### config.mk
export PLATFORM = sky130hd
export DESIGN_NAME = serial_to_parallel_flat
export DESIGN_NICKNAME = d
export VERILOG_FILES = /design/src/rtl/serial_to_parallel_if.sv /design/src/rtl/serial_to_parallel.sv /design/src/flat_wrapper.sv
export SDC_FILE = /design/constraint.sdc
export NUM_CORES = 1
export LEC_CHECK = 0
export CAP_MARGIN = 20
export CORE_MARGIN = 3
export CORE_UTILIZATION = 54
export CTS_CLUSTER_DIAMETER = 30
export CTS_CLUSTER_SIZE = 10
export DETAILED_ROUTE_END_ITERATION = 16
export PLACE_DENSITY = 0.78
export SKIP_LAST_GASP = 1
export SLEW_MARGIN = 20
export SYNTH_ARGS = -nofsm -noshare
export SYNTH_HDL_FRONTEND = slang
export SYNTH_SLANG_ARGS = --single-unit
### constraint.sdc
create_clock -name CLK -period 2.1 [get_ports CLK]
set_input_delay 0.42 -clock CLK [delete_from_list [all_inputs] [get_ports CLK]]
set_output_delay 0.42 -clock CLK [all_outputs]
set_load 0.02 [all_outputs]
### src/rtl/serial_to_parallel_if.sv
`default_nettype none
// ============================================================================
// Module   : serial_to_parallel_if
// Brief    : Serial-in / word-out bus between a bit source and its consumer.
// Revision : 1.0 - initial release
// ============================================================================
interface serial_to_parallel_if #(
    parameter int DATA_SIZE = 64
);
    localparam int C_CNT_W = $clog2(DATA_SIZE);

    logic                 DATA;
    logic                 SHIFT_EN;
    logic                 CLEAR;
    logic                 READY;
    logic [DATA_SIZE-1:0] DATA_OUT;
    logic                 VALID;
    logic [C_CNT_W-1:0]   BIT_COUNT;
    logic                 OVERRUN;

    modport master (
        output DATA, SHIFT_EN, CLEAR, READY,
        input  DATA_OUT, VALID, BIT_COUNT, OVERRUN
    );

    modport slave (
        input  DATA, SHIFT_EN, CLEAR, READY,
        output DATA_OUT, VALID, BIT_COUNT, OVERRUN
    );
endinterface
`default_nettype wire

### src/rtl/serial_to_parallel.sv
`default_nettype none
// ============================================================================
// Module   : serial_to_parallel
// Brief    : LSB-first deserializer with a double-buffered valid/ready output.
// Revision : 1.0 - initial release
// ============================================================================
module serial_to_parallel #(
    parameter int DATA_SIZE = 64
) (
    input  wire logic            CLK,
    input  wire logic            RST_N,
    serial_to_parallel_if.slave  bus
);
    localparam int                 C_CNT_W = $clog2(DATA_SIZE);
    localparam logic [C_CNT_W-1:0] C_LAST  = C_CNT_W'(DATA_SIZE - 1);

    typedef enum logic [0:0] {
        S_EMPTY = 1'b0,
        S_FULL  = 1'b1
    } hold_state_t;

    hold_state_t          r_state;
    // Only the upper DATA_SIZE-1 bits of the shift register are ever read back;
    // the bit that falls off the bottom is never needed.
    logic [DATA_SIZE-2:0] r_sr;
    logic [C_CNT_W-1:0]   r_bit_count;
    logic [DATA_SIZE-1:0] r_data_out;
    logic                 r_overrun;

    logic [DATA_SIZE-1:0] w_word;
    logic                 w_complete;
    logic                 w_pop;

    assign w_word     = {bus.DATA, r_sr};
    assign w_complete = bus.SHIFT_EN && (r_bit_count == C_LAST);
    assign w_pop      = (r_state == S_FULL) && bus.READY;

    always_ff @(posedge CLK or negedge RST_N) begin
        if (!RST_N) begin
            r_state     <= S_EMPTY;
            r_sr        <= '0;
            r_bit_count <= '0;
            r_data_out  <= '0;
            r_overrun   <= 1'b0;
        end else if (bus.CLEAR) begin
            r_state     <= S_EMPTY;
            r_sr        <= '0;
            r_bit_count <= '0;
            r_data_out  <= '0;
            r_overrun   <= 1'b0;
        end else begin
            if (bus.SHIFT_EN) begin
                r_sr        <= w_word[DATA_SIZE-1:1];
                r_bit_count <= w_complete ? '0 : r_bit_count + 1'b1;
            end
            case (r_state)
                S_EMPTY: begin
                    if (w_complete) begin
                        r_data_out <= w_word;
                        r_state    <= S_FULL;
                    end
                end
                S_FULL: begin
                    if (w_complete && w_pop) begin
                        r_data_out <= w_word;
                    end else if (w_complete) begin
                        // Consumer still owns the held word: drop the new one.
                        r_overrun  <= 1'b1;
                    end else if (w_pop) begin
                        r_state    <= S_EMPTY;
                    end
                end
                default: r_state <= S_EMPTY;
            endcase
        end
    end

    assign bus.DATA_OUT  = r_data_out;
    assign bus.VALID     = (r_state == S_FULL);
    assign bus.BIT_COUNT = r_bit_count;
    assign bus.OVERRUN   = r_overrun;
endmodule
`default_nettype wire

### src/flat_wrapper.sv
// flat-port wrapper written by rule: the top's interface ports become plain ports
module serial_to_parallel_flat 
#(
    parameter int DATA_SIZE = 64
)
  (CLK, RST_N, bus_DATA, bus_SHIFT_EN, bus_CLEAR, bus_READY, bus_DATA_OUT, bus_VALID, bus_BIT_COUNT, bus_OVERRUN);
  serial_to_parallel_if #(.DATA_SIZE(DATA_SIZE)) bus_i ();
  input  wire logic CLK;
  input  wire logic RST_N;
  input wire logic [$bits(bus_i.DATA)-1:0] bus_DATA;
  input wire logic [$bits(bus_i.SHIFT_EN)-1:0] bus_SHIFT_EN;
  input wire logic [$bits(bus_i.CLEAR)-1:0] bus_CLEAR;
  input wire logic [$bits(bus_i.READY)-1:0] bus_READY;
  output wire logic [$bits(bus_i.DATA_OUT)-1:0] bus_DATA_OUT;
  output wire logic [$bits(bus_i.VALID)-1:0] bus_VALID;
  output wire logic [$bits(bus_i.BIT_COUNT)-1:0] bus_BIT_COUNT;
  output wire logic [$bits(bus_i.OVERRUN)-1:0] bus_OVERRUN;
  assign bus_i.DATA = bus_DATA;
  assign bus_i.SHIFT_EN = bus_SHIFT_EN;
  assign bus_i.CLEAR = bus_CLEAR;
  assign bus_i.READY = bus_READY;
  assign bus_DATA_OUT = bus_i.DATA_OUT;
  assign bus_VALID = bus_i.VALID;
  assign bus_BIT_COUNT = bus_i.BIT_COUNT;
  assign bus_OVERRUN = bus_i.OVERRUN;
  serial_to_parallel #(.DATA_SIZE(DATA_SIZE)) u_core (.CLK(CLK), .RST_N(RST_N), .bus(bus_i));
endmodule
==> results.cfg <==
[run_status]
status = completed

[timing]
drv_slew = 0
fmax_mhz = 521
final-setup-viol-count = 0
period_share = 0.913
tightestPinTransition_ns = 0.564
rsz0062_at_grt = false
whs_ns = 0.242
clock_skew_ns = 0.00952
maxSlewHeadroom = 0.624
final.min_clock_period_ns = 1.92
tns_ns = 0
finalHoldViolations = 0

[clocking]
postCtsSetupRepairBufs = 0
numCtsBuffers = 17
cts_root_buffer = clkbuf_16
cts_resized = 0
cts.reportedPaths.clkPinSlew_ns = 0.06
cts_tree = built
clk_path_buf_depth = 2
insertion_delay_ns = 0.41
cts-htree-levels = 4
clock_sinks = 135

[min_path]
hold_depth = 2
min_from = bus_CLEAR
whs_endpoint = u_core.bus.BIT_COUNT[5]$_DFFE_PN0P_
hold_path.class = primary input to flip-flop

[synth]
synth_xor_area_frac = 0.00570
syn_area_per_cell_um2 = 11.8
netlist_instances = 519
ys_top_cells_by_area = dfrtp_1 (55%), mux2i_1 (21%), nand2b_1 (13%)
synth_top_family_by_area = multiplexers
yosysTopAreaCellShare = 0.550
synth_cell_types = 26
synth_area_um2 = 6140
yosys_warnings = 0
yosys-mux-area-fraction = 0.209
synth_nets = 526
synth-adder-area-share = 0.00204
yosys.area_share.simple = 0.185
yosysSeqAreaShare = 0.550
synth_seq_cells = 135
synth_top_cell_by_area = dfrtp_1
synth_compound_area_frac = 0.00550

[die]
ioPinCount = 78
floorplan.initialDensity = 0.559
chipWidth_um = 113
dieArea_um2 = 12700
row_count = 38
fp.dieH_um = 113
coreArea_um2 = 11000

[critical_path]
cp-start-kind = flip-flop
path_class = flip-flop to output pin
arrival_ns = 1.50
cp_cell_sequence = clkdlybuf4s50_1
r2r-start = u_core.bus.BIT_COUNT[0]$_DFFE_PN0P_
crit_buf_inv = 1
cp_max_fo = 5
cpPeakStageDelay_ns = 0.64
end_kind = output pin
r2r_end = u_core.bus.DATA_OUT[7]$_DFFE_PN0P_
cpLargestDelayFamily = buffers and inverters
cp.required_ns = 1.68
r2r_cells = 5
slowest_stage = clkdlybuf4s50_1
reg2reg_slack_ns = 0.20

[route]
wire_per_inst_um = 15.2
drc = 0
vias_per_cell = 5.13
drt_iter0_markers = 216
drtPass1Iterations = 4
postRouteAntennaNets = 0
wl_mm = 11.2
via_count = 3798

[power]
ir_drop_v = 0.000426
leakagePower_nw = 3.30
p_per_area_nw_per_um2 = 799

[placement]
gp_congestion = 0.716
port_buffers = 77
dp_hpwl_mm = 6.87

[final_layout]
regArea_um2 = 3380
nFillCells = 816
final_cell_mix = dfrtp_1 (135), mux2i_1 (128), nand2b_1 (128)
drive_above_1_share = 0.0750
multiInputGateArea_um2 = 2510
final_nets = 595
antenna_cells = 0
final_common_cell = dfrtp_1
area_growth_pct = 23.9

[global_routing]
grt_use_total = 0.189
grt_pass1_vias = 3932
grt_pass1_wl_mm = 19.3
grt_max_degree = 122
antenna_found_initial = 0
grt_overflow = 0

[job]
cap_violations = 0
state kept, by name, indices dropped and copies added (netlist names):
| register | cells |
|---|---|
| u_core.bus.DATA_OUT | 64 |
| u_core.bus.BIT_COUNT | 6 |
| u_core.r_sr | 63 |
| u_core.bus.OVERRUN | 1 |
| u_core.bus.VALID | 1 |
cells in the mapped netlist:
cell / number
ha_1: 1
a31oi_1: 2
nand2_1: 2
and2_1: 1
buf_12: 6
buf_6: 1
a21oi_1: 1
nand4_1: 1
xnor2_1: 1
nor3_1: 2
nor2b_1: 1
nand2b_1: 128
nor2_1: 68
mux2i_1: 128
o211ai_1: 1
o2111ai_1: 1
buf_4: 2
buf_2: 10
and3_1: 1
or3_1: 1
nor3b_2: 1
and3_4: 1
nand3_1: 2
dfrtp_1: 135
clkbuf_1: 18
xor2_1: 3
power breakdown:
| group | switching, W | internal [W] | leakage (nW) |
|---|---|---|---|
| logic | 0.000147 | 0.000102 | 1.11 |
| registers | 0.0000108 | 0.00261 | 1.88 |
| clock network | 0.00109 | 0.00213 | 0.304 |
| total | 0.00125 | 0.00484 | 3.30 |
worst max path at each step:
stage,startpoint,cells past startpoint,end
floorplan,u_core.bus.BIT_COUNT[0]$_DFFE_PN0P_,6,u_core.bus.DATA_OUT[10]$_DFFE_PN0P_
CTS,u_core.bus.BIT_COUNT[0]$_DFFE_PN0P_,1,bus_BIT_COUNT[0]
finish,u_core.bus.BIT_COUNT[0]$_DFFE_PN0P_,1,bus_BIT_COUNT[0]
detailed placement,bus_READY,5,u_core.bus.DATA_OUT[54]$_DFFE_PN0P_
global placement,bus_READY,5,u_core.bus.DATA_OUT[5]$_DFFE_PN0P_
global route,u_core.bus.BIT_COUNT[0]$_DFFE_PN0P_,5,u_core.bus.DATA_OUT[47]$_DFFE_PN0P_
metrics by stage:
stage / setup slack [ns] / std cells / power, W / utilization / instance area, um2
after floorplan: 0.421 / 519 / 0.00282 / - / 6140
after global placement: 0.202 / 708 / 0.00292 / 0.634 / 6960
after detailed placement: 0.135 / 708 / 0.00292 / 0.634 / 6960
after CTS: 0.155 / 740 / 0.00614 / 0.693 / 7610
after global routing: 0.0928 / 740 / 0.00629 / 0.693 / 7610
final: 0.182 / 740 / 0.00608 / 0.693 / 7610
cell families after synthesis:
kind of cell / count (synthesis)
xor gates and xnor gates: 4
adders and majority gates: 1
and+or+nand+nor: 209
buffers and inverters: 37
DFF: 135
muxes: 128
AOI/OAI and AO/OA: 5
area by class of cell:
class | count | area share
clock inverter | 13 | 0.0268
timing repair buffer | 87 | 0.119
tap | 140 | 0.0230
sequential | 135 | 0.444
clock buffer | 18 | 0.0577
multi-input combinational | 347 | 0.329
what timing repair did:
| action | 4_1_cts | 5_1_grt |
|---|---|---|
| hold endpoints to repair | 41 | 0 |
| setup endpoints to repair | 0 | 0 |
| hold buffers | 1 | 0 |
layer usage:
layer  up-vias  part of all wire  global-route usage
met5         -                 0                   0
met3         7             0.038              0.0544
met4         0            0.0075              0.0593
li1       1840                 -                   -
met2        58              0.50               0.309
met1      1893              0.45               0.245
No activity file was read; power rests on OpenSTA's default activity.
